==> config.mk <==
export PLATFORM = sky130hd
export DESIGN_NAME = var_delay_line_flat
export DESIGN_NICKNAME = d
export VERILOG_FILES = /design/src/rtl/var_delay_line_pkg.sv /design/src/rtl/var_delay_line_if.sv /design/src/rtl/var_delay_line_chk.sv /design/src/rtl/var_delay_line_stage.sv /design/src/rtl/var_delay_line.sv /design/src/flat_wrapper.sv
export SDC_FILE = /design/constraint.sdc
export NUM_CORES = 1
export LEC_CHECK = 0
export ABC_AREA = 0
export ABC_CLOCK_PERIOD_IN_PS = 3100
export CAP_MARGIN = 20
export CORE_ASPECT_RATIO = 1.1
export CORE_MARGIN = 8
export CORE_UTILIZATION = 55
export CTS_CLUSTER_DIAMETER = 40
export DETAILED_ROUTE_END_ITERATION = 6
export GPL_TIMING_DRIVEN = 0
export MAX_ROUTING_LAYER = met4
export PLACE_DENSITY = 0.8
export SYNTH_ARGS = -nofsm -noshare
export SYNTH_HDL_FRONTEND = slang
export SYNTH_SLANG_ARGS = --single-unit
==> constraint.sdc <==
create_clock -name Clock -period 3.1 [get_ports Clock]
set_input_delay 0.93 -clock Clock [delete_from_list [all_inputs] [get_ports Clock]]
set_output_delay 0.93 -clock Clock [all_outputs]
set_load 0.05 [all_outputs]
==> src/rtl/var_delay_line_pkg.sv <==
// Shared definitions for the variable delay line: tap width helper and the
// build flag mirroring VDL_OCC_COUNT_EN (off unless the macro is defined).
package var_delay_line_pkg;

`ifdef VDL_OCC_COUNT_EN
  localparam bit VDL_OCC_ON = 1'b1;
`else
  localparam bit VDL_OCC_ON = 1'b0;
`endif

  // Bits needed to encode a delay of 0..depth cycles.
  function automatic int vdl_sel_w(input int depth);
    return $clog2(depth + 1);
  endfunction

endpackage

==> src/rtl/var_delay_line_if.sv <==
// Data/control bundle between a producer and the variable delay line.
interface var_delay_line_if #(
  parameter int N     = 8,
  parameter int SEL_W = 3
);
  logic             E;
  logic             Flush;
  logic [N-1:0]     D;
  logic             Vin;
  logic [SEL_W-1:0] Tap;
  logic [N-1:0]     Q;
  logic             Vout;
  logic [SEL_W-1:0] Occ;

  modport master (output E, Flush, D, Vin, Tap, input Q, Vout, Occ);
  modport slave  (input E, Flush, D, Vin, Tap, output Q, Vout, Occ);
endinterface

==> src/rtl/var_delay_line_chk.sv <==
// Simulation checks for the delay line occupancy counter.
module var_delay_line_chk #(
  parameter int DEPTH = 4,
  parameter int SEL_W = 3
) (
  input logic             Clock,
  input logic             Resetn,
  input logic [SEL_W-1:0] occ
);
  a_occ_bound: assert property (@(posedge Clock) disable iff (!Resetn)
                                occ <= SEL_W'(DEPTH));
endmodule

==> src/rtl/var_delay_line_stage.sv <==
// One delay stage: W-bit register with synchronous reset, clear and enable.
module vdl_stage #(
  parameter int W = 9
) (
  input  logic         Clock,
  input  logic         Resetn,
  input  logic         E,
  input  logic         Flush,
  input  logic [W-1:0] d,
  output logic [W-1:0] q
);
  logic [W-1:0] q_r;

  // Stage register; Resetn beats Flush, Flush beats the enable.
  always_ff @(posedge Clock) begin
    if (!Resetn) begin
      q_r <= {W{1'b0}};
    end else if (Flush) begin
      q_r <= {W{1'b0}};
    end else if (E) begin
      q_r <= d;
    end else begin
      q_r <= q_r;
    end
  end

  assign q = q_r;
endmodule

==> src/rtl/var_delay_line.sv <==
// Runtime-tappable delay line (0..DEPTH cycles) with valid tracking, stall and
// flush. Define VDL_OCC_COUNT_EN to build the valid-stage occupancy counter.
module var_delay_line
  import var_delay_line_pkg::*;
#(
  parameter int N     = 8,
  parameter int DEPTH = 4,
  parameter int SEL_W = vdl_sel_w(DEPTH)
) (
  input logic              Clock,
  input logic              Resetn,
  var_delay_line_if.slave  bus
);
  // Each stage word is {valid, data}.
  logic [N:0]   stage_q_s [DEPTH];
  logic [N:0]   sel_s;
  logic [N-1:0] q_s;
  logic         vout_s;

  for (genvar k = 0; k < DEPTH; k++) begin : g_stage
    logic [N:0] stage_d_s;
    if (k == 0) begin : g_head
      assign stage_d_s = {bus.Vin, bus.D};
    end else begin : g_tail
      assign stage_d_s = stage_q_s[k-1];
    end
    vdl_stage #(.W(N + 1)) u_stage (
      .Clock  (Clock),
      .Resetn (Resetn),
      .E      (bus.E),
      .Flush  (bus.Flush),
      .d      (stage_d_s),
      .q      (stage_q_s[k])
    );
  end

  // Tap mux: 0 bypasses, 1..DEPTH pick a stage, anything larger clamps to the last.
  always_comb begin
    sel_s = stage_q_s[DEPTH-1];
    for (int k = 0; k < DEPTH - 1; k++) begin
      sel_s = (bus.Tap == SEL_W'(k + 1)) ? stage_q_s[k] : sel_s;
    end
    if (bus.Tap == {SEL_W{1'b0}}) begin
      q_s    = bus.D;
      vout_s = bus.Vin;
    end else begin
      q_s    = sel_s[N-1:0];
      vout_s = sel_s[N];
    end
  end

  assign bus.Q    = q_s;
  assign bus.Vout = vout_s;

`ifdef VDL_OCC_COUNT_EN
  logic [SEL_W-1:0] occ_r;

  // Occupancy: one in at stage 0, one out when the oldest valid word falls off.
  always_ff @(posedge Clock) begin
    if (!Resetn) begin
      occ_r <= {SEL_W{1'b0}};
    end else if (bus.Flush) begin
      occ_r <= {SEL_W{1'b0}};
    end else if (bus.E) begin
      occ_r <= occ_r + SEL_W'(bus.Vin) - SEL_W'(stage_q_s[DEPTH-1][N]);
    end else begin
      occ_r <= occ_r;
    end
  end

  assign bus.Occ = occ_r;
`else
  assign bus.Occ = {SEL_W{1'b0}};
`endif

  var_delay_line_chk #(.DEPTH(DEPTH), .SEL_W(SEL_W)) u_chk (
    .Clock  (Clock),
    .Resetn (Resetn),
    .occ    (bus.Occ)
  );
endmodule

==> src/flat_wrapper.sv <==
// flat-port wrapper written by rule: the top's interface ports become plain ports
module var_delay_line_flat import var_delay_line_pkg::*;
#(
  parameter int N     = 8,
  parameter int DEPTH = 4,
  parameter int SEL_W = vdl_sel_w(DEPTH)
)
  (Clock, Resetn, bus_E, bus_Flush, bus_D, bus_Vin, bus_Tap, bus_Q, bus_Vout, bus_Occ);
  var_delay_line_if #(.N(N), .SEL_W(SEL_W)) bus_i ();
  input logic Clock;
  input logic Resetn;
  input wire logic [$bits(bus_i.E)-1:0] bus_E;
  input wire logic [$bits(bus_i.Flush)-1:0] bus_Flush;
  input wire logic [$bits(bus_i.D)-1:0] bus_D;
  input wire logic [$bits(bus_i.Vin)-1:0] bus_Vin;
  input wire logic [$bits(bus_i.Tap)-1:0] bus_Tap;
  output wire logic [$bits(bus_i.Q)-1:0] bus_Q;
  output wire logic [$bits(bus_i.Vout)-1:0] bus_Vout;
  output wire logic [$bits(bus_i.Occ)-1:0] bus_Occ;
  assign bus_i.E = bus_E;
  assign bus_i.Flush = bus_Flush;
  assign bus_i.D = bus_D;
  assign bus_i.Vin = bus_Vin;
  assign bus_i.Tap = bus_Tap;
  assign bus_Q = bus_i.Q;
  assign bus_Vout = bus_i.Vout;
  assign bus_Occ = bus_i.Occ;
  var_delay_line #(.N(N), .DEPTH(DEPTH), .SEL_W(SEL_W)) u_core (.Clock(Clock), .Resetn(Resetn), .bus(bus_i));
endmodule
==> impl_results.md <==
* Clk_lat worst skew at 0.34 ns
* CP endpoint kind: output pin
* Syn Area/Cell at 10.0 sq um
* Grt met2 use at between 20% and 30%
* GRT Total Usage at 15.4%
* TritonCTS clock tree: yes
* Die area at about 0.0052 sq mm
* NetSw at 0.000248 W
* Number of flops mapped to enable cells by yosys at 0
* Root Buffer: clkbuf_4
* Layout cells sized above 1 at 25.6%
* Hold crit path type: flop to flop
* Worst EP arrival at 2.03 ns
* Num ports at 28
* Pre-CTS setup slack at -0.925 ns
* Hpwl dp at about 2600 microns
* Vias in the first global route at 1,261
* Synth unique cells at 18
* Clock power frac at between 20% and 30%
* Max IR drop VDD at approximately 0.40 mV
* Clock buffer depth at 2
* Post-synthesis cell area at 0.00173 sq mm
* Crit path kind: input port to output pin
* Largest register FFs at 36
* Initial core utilization at 57.3%
* Register area at 721 sq um
* Diodes inserted at 0
* Gate power share at a little under a fifth
* First-pass GRT wire length at just over 6000 microns
* Core area at 0.00302 sq mm
* CTS HTree Levels at 2
* Fin Setup TNS at 0 ns
* FILL cells at 238
* CP required at 2.17 ns
* Async S/R FF share, synth at 0%
* Status: complete, no violations
* Wire per inst at 15.8 microns
* Die W at around 70 microns
* Clk_skew at 0.00324 ns
* F_max at 337 MHz
* Post-synthesis register bit count at 36
* Most frequent cells after synthesis: dfxtp_1, mux2i_1, nor2_1, mux2_4
* Pin count of the biggest net entering global routing at 11
* TritonCTS sink count at 36
* P_int at 0.000653 W
* Final min period at 2.96 ns
* Gpl congestion at roughly 0.83
* IO buf count at 22
* Critical Path Fanout Max at 2
* Leading register cell type out of synthesis: dfxtp_1
* Area Overhead vs Synth at 20.8%
* Power Dens Cells at 430 mW/mm^2
* Vias at between 1,000 and 1,500
* Mapped Cells at 173
* Initial detailed-routing violation count at 43
* Register area share after synthesis at 41.6%
* ANT nets after route at 0
* Vias/cell at approximately 5.4
* Met1 global-route usage at ~17%
* # DRC at 0
* Multi-input gate area at ~900 sq um
* Final setup fails at 0
* Area contributors post-synth: dfxtp_1, mux2i_1, mux2_4
* Max Cap Viol at 0
* Sw frac at 27.5%
* Tcrit/Tclk final at 95.6%
* Rows at 21
* Gr busiest metal: met2
* Drt pass-1 iters at 4
* Post-synth top area cell: dfxtp_1
* Top cell type's share of synthesized area at between 40% and 50%
* Die Y at 74.9 microns
* Final hold vios at 0
* Max Slew Vio Count at 0
* Initial antenna violation count at 0
* Leakage at between 0.9 and 1 nW
* Final WS setup at 0.135 ns
* Cts hold-fix bufs at 0
* Synthesis Warnings at 0
* GR Util met3 at 4.74%
* Nets at 222
* Worst-path clk slew at approximately 0.1 ns
* Critical path launch point type: input port
* Total routed wirelength at 3800 microns
* Total grt overflow at 0
* RSZ-0062 raised after global routing: false
* Sequential Power Share at a little over half
* Cts bufs inserted at 5
layout make-up:
| class | instances | share of cell area [%] |
|---|---|---|
| Tap cell | 34 | 2.03 |
| Clock buffer | 8 | 2.81 |
| Inverter | 9 | 1.61 |
| Sequential cell | 36 | 34.4 |
| Timing Repair Buffer | 24 | 10.2 |
| Multi-Input combinational cell | 115 | 43.1 |
| Buffer | 15 | 5.74 |
timing repair:
action | CTS | global route
gates cloned | 1 | 1
setup buffers | 1 | 0
setup endpoints to repair | 9 | 7
gates resized for setup | 63 | 2
pin swaps | 1 | 1
cells by family (layout without fill, tap and decap cells):
group	count (synthesis)	count (layout)	synth area share, %
AO/OA/AOI/OAI	18	18	6.21
buffers and inverters	25	56	8.38
flip-flops	36	36	41.6
multiplexers	54	54	34.7
other	1	3	0.217
AND/OR/NAND/NOR	39	40	8.89
routing by layer:
layer | up-vias | share of wire (%)
met5 | - | 0
met4 | 0 | 1.8
met3 | 6 | 4.7
met2 | 38 | 49
met1 | 614 | 44
li1 | 646 | -
power by group through the flow:
stage / clock network [W] / logic [W] / registers [W]
final: 0.000259 / 0.000170 / 0.000471
after global routing: 0.000288 / 0.000179 / 0.000472
after CTS: 0.000268 / 0.000170 / 0.000471
after detailed placement: 0 / 0.000166 / 0.000482
after global placement: 0 / 0.000163 / 0.000481
after floorplan: 0 / 0.000116 / 0.000480
final timing paths:
check                                               startpoint                        endpoint  slack [ns]  depth (start not counted)
worst max register to register  u_core.g_stage[0].u_stage.q[3]  u_core.g_stage[0].u_stage.q[3]        2.44                          2
worst max-delay path                                  bus_D[3]                        bus_Q[3]        0.14                          5
worst min-delay path            u_core.g_stage[3].u_stage.q[7]  u_core.g_stage[3].u_stage.q[7]        0.51                          2
worst min register to register  u_core.g_stage[3].u_stage.q[7]  u_core.g_stage[3].u_stage.q[7]        0.51                          2
metrics by stage:
| stage | hold WS (ns) | power [W] | util [%] | area, sq um | std cells |
|---|---|---|---|---|---|
| 2_1_floorplan | 0.460 | 0.000596 | - | 1740 | 175 |
| 3_3_place_gp | 0.474 | 0.000645 | 66.4 | 2010 | 231 |
| 3_5_place_dp | 0.483 | 0.000647 | 66.4 | 2010 | 231 |
| 4_1_cts | 0.513 | 0.000909 | 68.9 | 2080 | 240 |
| 5_1_grt | 0.531 | 0.000939 | 69.2 | 2090 | 241 |
| 6_report | 0.509 | 0.000900 | 69.2 | 2090 | 241 |
layout by cell type, fill, tap and decap left out:
cell type	count
nand2b_4	1
conb_1	3
a21oi_2	1
o22ai_1	7
clkbuf_4	5
mux2_2	8
buf_12	1
nand2b_1	1
buf_6	3
inv_1	9
clkbuf_8	1
mux2_4	10
clkbuf_2	1
clkbuf_1	2
o22ai_2	2
mux2i_1	36
dlygate4sd2_1	1
a21oi_1	8
buf_2	1
or2_4	2
buf_4	17
nor2_1	36
clkdlybuf4s50_1	11
buf_1	3
dlymetal6s2s_1	1
dfxtp_1	36
worst max-delay path, cell delays in order:
cell and delay [ns]:
clkdlybuf4s50_1 0.42, mux2_2 0.27, o22ai_1 0.15, a21oi_1 0.06, buf_4 0.19
No activity file was read; power rests on OpenSTA's default activity.
